===== src/rtl/PARAMS_pkg.sv =====
// Shared constants and the instruction-queue entry type for the fetch front end.
// Latency: none (declarations only).
// Backpressure: not applicable.
package PARAMS_pkg;

    localparam int INSTR_SIZE = 32;

    // Boot vector used as the default reset PC.
    localparam logic [INSTR_SIZE-1:0] BOOT_ADDR = 32'h0000_0000;

    // Instruction presented to decode whenever the queue head is not valid (addi x0,x0,0).
    localparam logic [INSTR_SIZE-1:0] NOP_INSTR = 32'h0000_0013;

    // One queue slot: the fetched word together with the PC it was fetched from.
    typedef struct packed {
        logic [INSTR_SIZE-1:0] instr;
        logic [INSTR_SIZE-1:0] pc;
    } queue_entry_t;

endpackage


===== src/rtl/fetch_fifo.sv =====
// Generic circular FIFO with flush and occupancy count; head is read straight from storage.
// Latency: a push at edge N is visible on head_o after edge N (no write-to-read bypass).
// Backpressure: push is ignored when full unless a pop occurs in the same cycle; pop is ignored when empty.
module fetch_fifo #(
    parameter int  DEPTH   = 4,
    parameter type ENTRY_T = logic [63:0]
) (
    input  logic                     clk,
    input  logic                     reset,
    input  logic                     push_i,
    input  ENTRY_T                   push_dat_i,
    input  logic                     pop_i,
    input  logic                     flush_i,
    output ENTRY_T                   head_o,
    output logic                     full_o,
    output logic                     empty_o,
    output logic [$clog2(DEPTH):0]   count_o
);

    // DEPTH is a power of two, so the pointers wrap for free.
    localparam int AW = $clog2(DEPTH);
    localparam int CW = AW + 1;

    ENTRY_T          mem_q [DEPTH];
    logic [AW-1:0]   rd_ptr_q, rd_ptr_d;
    logic [AW-1:0]   wr_ptr_q, wr_ptr_d;
    logic [CW-1:0]   count_q, count_d;
    logic            push_ok, pop_ok;

    assign full_o  = (count_q == CW'(DEPTH));
    assign empty_o = (count_q == '0);
    assign count_o = count_q;
    assign head_o  = mem_q[rd_ptr_q];

    // Next pointers and occupancy; flush empties the queue and wins over push/pop.
    always_comb begin
        pop_ok   = pop_i && !empty_o;
        push_ok  = push_i && (!full_o || pop_ok);
        rd_ptr_d = rd_ptr_q;
        wr_ptr_d = wr_ptr_q;
        count_d  = count_q;
        if (flush_i) begin
            rd_ptr_d = '0;
            wr_ptr_d = '0;
            count_d  = '0;
        end else begin
            if (pop_ok) begin
                rd_ptr_d = rd_ptr_q + AW'(1);
            end
            if (push_ok) begin
                wr_ptr_d = wr_ptr_q + AW'(1);
            end
            case ({push_ok, pop_ok})
                2'b10:   count_d = count_q + CW'(1);
                2'b01:   count_d = count_q - CW'(1);
                default: count_d = count_q;
            endcase
        end
    end

    // Pointer and count registers.
    always_ff @(posedge clk or posedge reset) begin
        if (reset) begin
            rd_ptr_q <= '0;
            wr_ptr_q <= '0;
            count_q  <= '0;
        end else begin
            rd_ptr_q <= rd_ptr_d;
            wr_ptr_q <= wr_ptr_d;
            count_q  <= count_d;
        end
    end

    // Entry storage; contents are don't-care while the slot is not occupied.
    always_ff @(posedge clk) begin
        if (push_ok && !flush_i) begin
            mem_q[wr_ptr_q] <= push_dat_i;
        end
    end

endmodule


===== src/rtl/fetch_prefetch_unit.sv =====
// Instruction prefetch: issues in-order fetches and queues returned words with their PC for decode.
// Latency: a response is visible on instr/instr_valid one cycle after it is accepted (no bypass).
// Backpressure: requests are credit-limited so queued + in-flight never exceeds QUEUE_DEPTH; decode stalls via instr_ready.
module fetch_prefetch_unit #(
    parameter int                    INSTR_SIZE  = PARAMS_pkg::INSTR_SIZE,
    parameter int                    QUEUE_DEPTH = 4,
    parameter logic [INSTR_SIZE-1:0] RESET_PC    = INSTR_SIZE'(PARAMS_pkg::BOOT_ADDR)
) (
    input  logic                  clk,
    input  logic                  reset,
    input  logic                  jump_valid,
    input  logic [INSTR_SIZE-1:0] pc_jump,
    output logic                  imem_req_valid,
    input  logic                  imem_req_ready,
    output logic [INSTR_SIZE-1:0] imem_req_addr,
    input  logic                  imem_rsp_valid,
    input  logic [INSTR_SIZE-1:0] imem_rsp_data,
    output logic                  instr_valid,
    input  logic                  instr_ready,
    output logic [INSTR_SIZE-1:0] instr,
    output logic [INSTR_SIZE-1:0] pc_actual
);

    // INSTR_SIZE must match the package width, since queue entries use the package struct.
    // QUEUE_DEPTH must be a power of two and at least 2.
    localparam int CW = $clog2(QUEUE_DEPTH) + 1;
    typedef PARAMS_pkg::queue_entry_t entry_t;

    logic [INSTR_SIZE-1:0] fetch_pc_q, fetch_pc_d;
    logic [INSTR_SIZE-1:0] rsp_pc_q, rsp_pc_d;
    logic [CW-1:0]         outstanding_q, outstanding_d;
    logic [CW-1:0]         drop_q, drop_d;
    logic [CW:0]           credit_sum;
    logic                  req_fire;
    logic                  q_push, q_pop, q_full, q_empty;
    logic [CW-1:0]         q_count;
    entry_t                q_push_dat, q_head;

    // Every in-flight request owns a queue slot, so a response can always be pushed.
    assign credit_sum     = {1'b0, q_count} + {1'b0, outstanding_q};
    assign imem_req_valid = !reset && !jump_valid && !q_full
                            && (credit_sum < (CW+1)'(QUEUE_DEPTH));
    assign imem_req_addr  = fetch_pc_q;
    assign req_fire       = imem_req_valid && imem_req_ready;

    // The head is hidden during a redirect cycle because the queue is about to be flushed.
    assign instr_valid = !q_empty && !jump_valid;
    assign q_pop       = instr_valid && instr_ready;
    assign instr       = instr_valid ? q_head.instr : PARAMS_pkg::NOP_INSTR;
    assign pc_actual   = instr_valid ? q_head.pc : rsp_pc_q;

    // Next-state for PCs, in-flight count, stale-response count and queue push.
    always_comb begin
        fetch_pc_d       = fetch_pc_q;
        rsp_pc_d         = rsp_pc_q;
        outstanding_d    = outstanding_q;
        drop_d           = drop_q;
        q_push           = 1'b0;
        q_push_dat.instr = imem_rsp_data;
        q_push_dat.pc    = rsp_pc_q;

        case ({req_fire, imem_rsp_valid})
            2'b10:   outstanding_d = outstanding_q + CW'(1);
            2'b01:   outstanding_d = outstanding_q - CW'(1);
            default: outstanding_d = outstanding_q;
        endcase

        if (req_fire) begin
            fetch_pc_d = fetch_pc_q + INSTR_SIZE'(4);
        end

        if (jump_valid) begin
            // No request fires in a jump cycle, so everything still in flight is stale,
            // including requests already marked for dropping by an earlier jump.
            fetch_pc_d = pc_jump;
            rsp_pc_d   = pc_jump;
            drop_d     = outstanding_d;
        end else if (imem_rsp_valid) begin
            if (drop_q != '0) begin
                drop_d = drop_q - CW'(1);
            end else begin
                q_push   = 1'b1;
                rsp_pc_d = rsp_pc_q + INSTR_SIZE'(4);
            end
        end
    end

    // State registers.
    always_ff @(posedge clk or posedge reset) begin
        if (reset) begin
            fetch_pc_q    <= RESET_PC;
            rsp_pc_q      <= RESET_PC;
            outstanding_q <= '0;
            drop_q        <= '0;
        end else begin
            fetch_pc_q    <= fetch_pc_d;
            rsp_pc_q      <= rsp_pc_d;
            outstanding_q <= outstanding_d;
            drop_q        <= drop_d;
        end
    end

    fetch_fifo #(
        .DEPTH   (QUEUE_DEPTH),
        .ENTRY_T (entry_t)
    ) u_queue (
        .clk        (clk),
        .reset      (reset),
        .push_i     (q_push),
        .push_dat_i (q_push_dat),
        .pop_i      (q_pop),
        .flush_i    (jump_valid),
        .head_o     (q_head),
        .full_o     (q_full),
        .empty_o    (q_empty),
        .count_o    (q_count)
    );

endmodule

===== config.mk =====
export PLATFORM = sky130hd
export DESIGN_NAME = fetch_prefetch_unit
export DESIGN_NICKNAME = d
export VERILOG_FILES = /design/src/rtl/PARAMS_pkg.sv /design/src/rtl/fetch_fifo.sv /design/src/rtl/fetch_prefetch_unit.sv
export SDC_FILE = /design/constraint.sdc
export NUM_CORES = 1
export LEC_CHECK = 0
export ABC_AREA = 1
export CORE_ASPECT_RATIO = 2
export CORE_MARGIN = 1
export CORE_UTILIZATION = 61
export CTS_CLUSTER_DIAMETER = 30
export DETAILED_ROUTE_END_ITERATION = 12
export GPL_ROUTABILITY_DRIVEN = 1
export PLACE_DENSITY = 0.84
export SYNTH_ARGS = -nofsm -noshare
export SYNTH_HDL_FRONTEND = slang
export SYNTH_SLANG_ARGS = --single-unit

===== constraint.sdc =====
create_clock -name clk -period 12.6 [get_ports clk]
set_clock_uncertainty 0.15 [all_clocks]
set_input_delay 2.52 -clock clk [delete_from_list [all_inputs] [get_ports clk]]
set_output_delay 2.52 -clock clk [all_outputs]
set_load 0.02 [all_outputs]

==> qor.txt <==
Min Tclk post-route -> 7.780 ns
Max Fclk -> 0.1285 GHz
Seq pwr share -> 40.2%
# port buffers -> 167
Vias in the first global route -> 12,010
Post-synth EDFFs -> 256
CTS root buffer -> clkbuf_16
DR pass1 iterations -> 6
Antenna diodes -> 0
Final nets -> 1,813
Data required time of the worst path -> 9.93 ns
Post-synth top cells -> nand2_1, nor2_1, edfxtp_1, o21ai_0, inv_1
Layout Utilization -> 75.05%
R2R Setup Slk -> 9.43 ns
Core Area -> 0.02463 mm^2
Post-synth ARST share -> 23.12%
Setup CP Type -> in2out
Total congestion overflow -> 0
Combinational share of power -> 28.1%
Clock Latency Late Sink -> 0.52 ns
Yosys warns -> 0
Internal Dissipation -> 2281 uW
Cell variety after synth -> 41
Status -> completed
Worst setup EP type -> primary output
Die height -> 226.4 um
Sequential share of the synthesized area -> 62.62%
CP Launch Point -> jump_valid
Antenna Nets Post-Route -> 0
Syn Std Cell Area -> 0.01535 mm^2
Total power draw -> 3445 uW
Worst-margin pin slew -> 1.076 ns
Worst setup SP type -> input port
Pin count of the biggest net entering global routing -> 97
DIE WIDTH -> 114.2 um
Switch share -> 33.80%
Routability congestion estimate -> 0.9662
Worst EP arrival -> 5.11 ns
Grt peak-use layer -> met2
Mapped Nets -> 1,666
Post-CTS Setup Repair Bufs -> 0
Launch point of the worst reg-to-reg path -> drop_q[0]$_DFFE_PP0P_
Initial antenna violation count -> 0
Synth top area share -> 50.07%
Clock sink count -> 333
Reg2Reg Capture Point -> u_queue.mem_q[0][22]$_DFFE_PP_
Hold_buf cts -> 0
Worst R2R Path Depth -> 7
Die area -> 0.02585 mm^2
Final HPWL DP -> 26,750 um
Ys flop type -> edfxtp_1
Met2 usage -> 57.77%
Grt met3 use -> 3.582%
CTS tree -> yes
WL final -> 41,110 um
Crit share post-route -> 61.75%
Top-count cell post-synth -> nand2_1
Pre-CTS setup slack -> 4.920 ns
Ranking of synthesized cells by area -> edfxtp_1, dfrtp_1, nand2_1, nor2_1, o21ai_0
Inserted Clock Buffers -> 37
Clk pin slew, worst setup/hold paths -> 0.06 ns
Rows -> 81
Crit-path max FO -> 53
Gr usage total -> 32.67%
Initial Util -> 62.34%
Final hold vios -> 0
Synthesis-to-finish area growth -> 20.39%
CTS resizes -> 0
Switching power -> 1165 uW
Syn avg cell area -> 9.699 um^2
Synth Instances -> 1,583
Max Transition Viols Final -> 0
Slew headroom -> 28.02%
WL per Instance -> 19.68 um
First-pass GRT wire length -> 63,400 um
H-tree depth -> 2
Via/cell ratio -> 5.918
Flops & latches, synth -> 333
Vias -> 12,360
Setup WS post-layout -> 4.820 ns
Final number of setup-violating endpoints -> 0
Number of I/O pins -> 168
Hold path cells -> 2
Worst Hold Class -> reg2reg
Maximum capacitance violations -> 0
Residual DRC -> 0
Layout cell share with drive strength beyond 1 -> 7.057%
Critical Path End -> pc_actual[28]
Pwr dens -> 186.4 mW/mm^2
Clk pwr share -> 31.7%
Final TNS setup -> 0 ns
Met1 GRT Util -> 37.08%
VDD IR max -> 0.0001771 V
P_leak -> 0.006918 uW
RSZ-0062 raised after global routing -> false
Clock tree buffer depth -> 3
Detailed Route Iter0 Violations -> 1,276
Post-synth top area cell -> edfxtp_1
-- flip-flops by register name, indices dropped and copies added, names as in the netlist --
name,count
drop_q,3
imem_req_addr,32
outstanding_q,3
rsp_pc_q,32
u_queue.count_o,3
u_queue.mem_q,256
u_queue.rd_ptr_q,2
u_queue.wr_ptr_q,2
-- how the worst min path moves through the flow --
stage,endpoint,startpoint,slack [ns]
2_1_floorplan,outstanding_q[2]$_DFF_PP0_,outstanding_q[2]$_DFF_PP0_,0.32
6_report,imem_req_addr[1]$_DFFE_PP0P_,imem_req_addr[1]$_DFFE_PP0P_,0.36
3_3_place_gp,imem_req_addr[1]$_DFFE_PP0P_,imem_req_addr[1]$_DFFE_PP0P_,0.33
4_1_cts,imem_req_addr[1]$_DFFE_PP0P_,imem_req_addr[1]$_DFFE_PP0P_,0.36
3_5_place_dp,imem_req_addr[1]$_DFFE_PP0P_,imem_req_addr[1]$_DFFE_PP0P_,0.33
5_1_grt,imem_req_addr[0]$_DFFE_PP0P_,imem_req_addr[0]$_DFFE_PP0P_,0.38
-- routing by layer --
metal  routed length (um)  share of wire, %
met1                14230                35
met2                21530                52
met3                 2507               6.1
met4                 2847               6.9
met5                    0                 0
-- cells by family (layout without fill, tap and decap cells) --
logic type	after synthesis	count (layout)	synth area share [%]
AND/OR/NAND/NOR	752	752	20.17
flip-flops	333	333	62.62
AO/OA/AOI/OAI	290	290	10.28
buffers and inverters	178	352	4.808
XOR/XNOR	17	17	0.9697
adder cells (fa/ha/maj)	13	13	1.157
-- power groups by stage --
| stage | Combinational, uW | Clock, uW | Sequential [uW] |
|---|---|---|---|
| after floorplan | 576 | 0 | 1390 |
| after global placement | 930 | 0 | 1400 |
| after detailed placement | 958 | 0 | 1400 |
| after CTS | 968 | 1100 | 1380 |
| after global routing | 1050 | 1150 | 1400 |
| final | 967 | 1090 | 1390 |
-- area by class of cell --
type	instances	area, um^2
Fill cell	1636	6143
Inverter	107	402.9
Clock buffer	42	997.2
Clock inverter	24	254.0
Timing Repair Buffer	179	1757
Multi-Input combinational cell	1072	5039
Sequential cell	333	9619
Tap cell	332	415.4
-- through the flow --
stage	cells	cell area (um^2)	hold WS (ns)
floorplan	1583	15350	0.3209
global route	2089	18480	0.3791
CTS	2089	18480	0.3579
global placement	2023	17230	0.3307
finish	2089	18480	0.3559
detailed placement	2023	17230	0.3344
-- cells in the final DEF, fill, tap and decap left out, drive strengths merged, types with 2 or more instances in the layout --
cell type	instances
a31oi	6
clkbuf	42
buf	13
inv	115
a21oi	49
nand3	91
clkdlybuf4s50	166
clkinvlp	3
nor2	322
o21ai	179
xnor2	5
fa	2
o22ai	28
nand2	314
o311ai	4
o211ai	17
ha	11
nand4	11
a22oi	2
edfxtp	256
dfrtp	77
or2	2
nor3	8
clkinv	10
xor2	12
bufinv	3
o21bai	3
nand3b	3
-- worst max-delay path, stage by stage --
cell and delay, ns:
buf_2 0.09, buf_4 0.31, a21oi_4 0.75, buf_4 0.50, nand2_1 0.11, o21ai_0 0.13
clkdlybuf4s50_1 0.65
(Power assumes the default switching activity.)
==> RTL change (same settings) <==
Reset style: synchronous (`reset`), changed in 2 clocked blocks.
--- a/src/rtl/fetch_fifo.sv
+++ b/src/rtl/fetch_fifo.sv
@@ -60,5 +60,5 @@
 
     // Pointer and count registers.
-    always_ff @(posedge clk or posedge reset) begin
+    always_ff @(posedge clk) begin
         if (reset) begin
             rd_ptr_q <= '0;
--- a/src/rtl/fetch_prefetch_unit.sv
+++ b/src/rtl/fetch_prefetch_unit.sv
@@ -87,5 +87,5 @@
 
     // State registers.
-    always_ff @(posedge clk or posedge reset) begin
+    always_ff @(posedge clk) begin
         if (reset) begin
             fetch_pc_q    <= RESET_PC;
Behaviour: differs if reset is asserted again (counterexample within 4 cycles, from zero or initial values and one cycle with reset high); with reset held inactive, the same outputs for 4 cycles.
==> RTL change against the unedited design <==
  * Setup slack got worse by 0.22 ns
  * Synthesized area decreased by 2.9%
  * Design area is 2.4% lower
  * Sequential cell count rose by 2
  * Wire length fell by 3.7%
  * Critical endpoint is now pc_actual[21]
  * Highest routed layer unchanged
Power is not compared: it rests on default switching activity, and its combinational part moved more than twofold at a synthesized area within 25%.
==> RTL change: results (changes against the unedited design) <==
----------------------------------------------------
[Yosys]
  Number of nets produced by synthesis ... 1,668 (+0.12%)
  Most frequent cells after synthesis ... 310 x sky130_fd_sc_hd__nor2_1, 283 x sky130_fd_sc_hd__nand2_1, 256 x sky130_fd_sc_hd__edfxtp_1
  Post-synth EDFFs ... 256 (unchanged)
  Main area contributors after synthesis ... sky130_fd_sc_hd__edfxtp_1 52%, sky130_fd_sc_hd__dfxtp_1 11%, sky130_fd_sc_hd__nor2_1 7.8%, sky130_fd_sc_hd__nand2_1 7.1%, sky130_fd_sc_hd__o21ai_0 6.4%
  Synth async-reset ratio ... 0% (-23 points)
  Post-synthesis sequential area ratio ... 62.2% (-0.45 points)
  Unique masters post-synth ... 36 (-12%)

[Global route]
  Maximum number of pins on one net before global-route repair ... 79 (-19%)
  Gr usage total ... 32.0% (-0.64 points)
  Wire length of the first global-routing pass ... 61,500 µm (-2.9%)
  Number of antenna violations at the first check in global routing ... 0 (unchanged)

[Cells and area]
  Largest reg by FF count ... u_queue.mem_q
  Share of final-layout standard cells stronger than drive strength 1 ... 5.45% (-1.6 points)
  Count of antenna diodes in the layout ... 0 (unchanged)
  Layout Nets ... 1,815 (+0.11%)
  Number of fillers in the final layout ... 1,635 (-0.061%)
  Final std cell area, no fill ... 18,000 µm² (-2.4%)

[Clock tree]
  Root buffer selected by CTS ... sky130_fd_sc_hd__clkbuf_16
  Setup repair bufs after CTS ... 0 (unchanged)
  Clock-pin slew of the registers on the worst-case setup and hold paths ... 0.06 ns (about the same)
  CTS H-tree depth ... 2 (unchanged)
  Post_cts resized ... 0 (unchanged)
  Clock latency on the worst-skew pair ... 0.53 ns
  Maximum buffer depth of the clock tree ... 3 (unchanged)

[Placement]
  Post-DP Area ... 16,800 µm² (-2.7%)
  Routability cong. ... 1.01 (+4.7%)
  Pre-CTS setup slack ... 4.71 ns (-0.215 ns)
  Estimated wirelength of the detail-placed design ... 25,800 µm (-3.7%)

[Setup path]
  Crit path arrival time ... 5.33 ns (+0.22 ns)
  Critical Path Fanout Max ... 67 (+26%)
  Slowest stage delay, CP ... 0.72 ns (-0.03 ns)
  Crit-path slowest cell ... sky130_fd_sc_hd__clkdlybuf4s50_1

[Worst hold path]
  Worst Hold Class ... register to register

[Detailed routing]
  Drt first-iter violations ... 1,078 (-16%)
  Avg WL per Cell ... 19.3 µm (-1.8%)
  First-pass detailed-route iteration total ... 7 (+1)
  Vias ... 12,000 (-2.6%)

[Power and ir drop]
  Leakage power figure ... 6.40 nW

[Run status]
  Status ... complete, no violations

[STA]
  Slew at the pin with the worst max-slew slack ... 1.15 ns (+0.0693 ns)

----------------------------------------------------
==> RTL change: kinds of logic (layout without fill, tap and decap cells) <==
group / after synthesis / after routing / synth area share [%]
simple gates: 687 / 687 / 18.4
xor+xnor: 18 / 18 / 1.06
fa+ha+maj: 13 / 13 / 1.19
buf+inv: 189 / 364 / 4.99
compound gates: 343 / 343 / 12.2
flops: 335 / 335 / 62.2
==> RTL change: layout make-up <==
type,instances,share of cell area (%)
well taps,287,1.99
clock inverters,26,1.71
clock buffers,41,5.33
inverters,116,2.41
repair buffers,181,9.82
flip-flops and latches,335,51.4
multi-input cells,1061,27.3
==> RTL change: worst paths after layout <==
| kind | start | end | slack, ns | depth (start not counted) |
|---|---|---|---|---|
| setup / recovery | jump_valid | pc_actual[21] | 4.60 | 7 |
| setup reg to reg | u_queue.count_o[2]$_SDFFE_PP0P_ | drop_q[1]$_SDFFE_PP0P_ | 9.63 | 12 |
| hold reg to reg | imem_req_addr[1]$_SDFFE_PP0P_ | imem_req_addr[1]$_SDFFE_PP0P_ | 0.32 | 2 |
| hold / removal | imem_req_addr[1]$_SDFFE_PP0P_ | imem_req_addr[1]$_SDFFE_PP0P_ | 0.32 | 2 |
==> RTL change: power groups by stage <==
stage	clock (mW)	combinational (mW)	sequential, mW
global placement	0	0.220	1.27
floorplan	0	0.117	1.28
global route	1.15	0.247	1.26
finish	1.10	0.227	1.25
CTS	1.11	0.227	1.25
detailed placement	0	0.225	1.28
==> RTL change: metal layers <==
layer / track usage, % / up-vias / wire length (µm)
met2: 57.0 / 554 / 20800
met3: 3.61 / 136 / 2420
li1: - / 5687 / -
met4: 20.0 / 0 / 2460
met1: 36.3 / 5667 / 13900
met5: 0 / - / 0
==> RTL change: per-stage QoR <==
stage	std cells	hold WS [ns]
floorplan	1585	0.304
global placement	1980	0.306
detailed placement	1980	0.303
CTS	2047	0.321
global route	2047	0.348
finish	2047	0.319
==> RTL change: worst max-delay path, delay by kind of cell <==
family / cells / cell delay, ns
compound gates: 1 / 0.46
simple gates: 1 / 0.17
buf+inv: 5 / 2.12
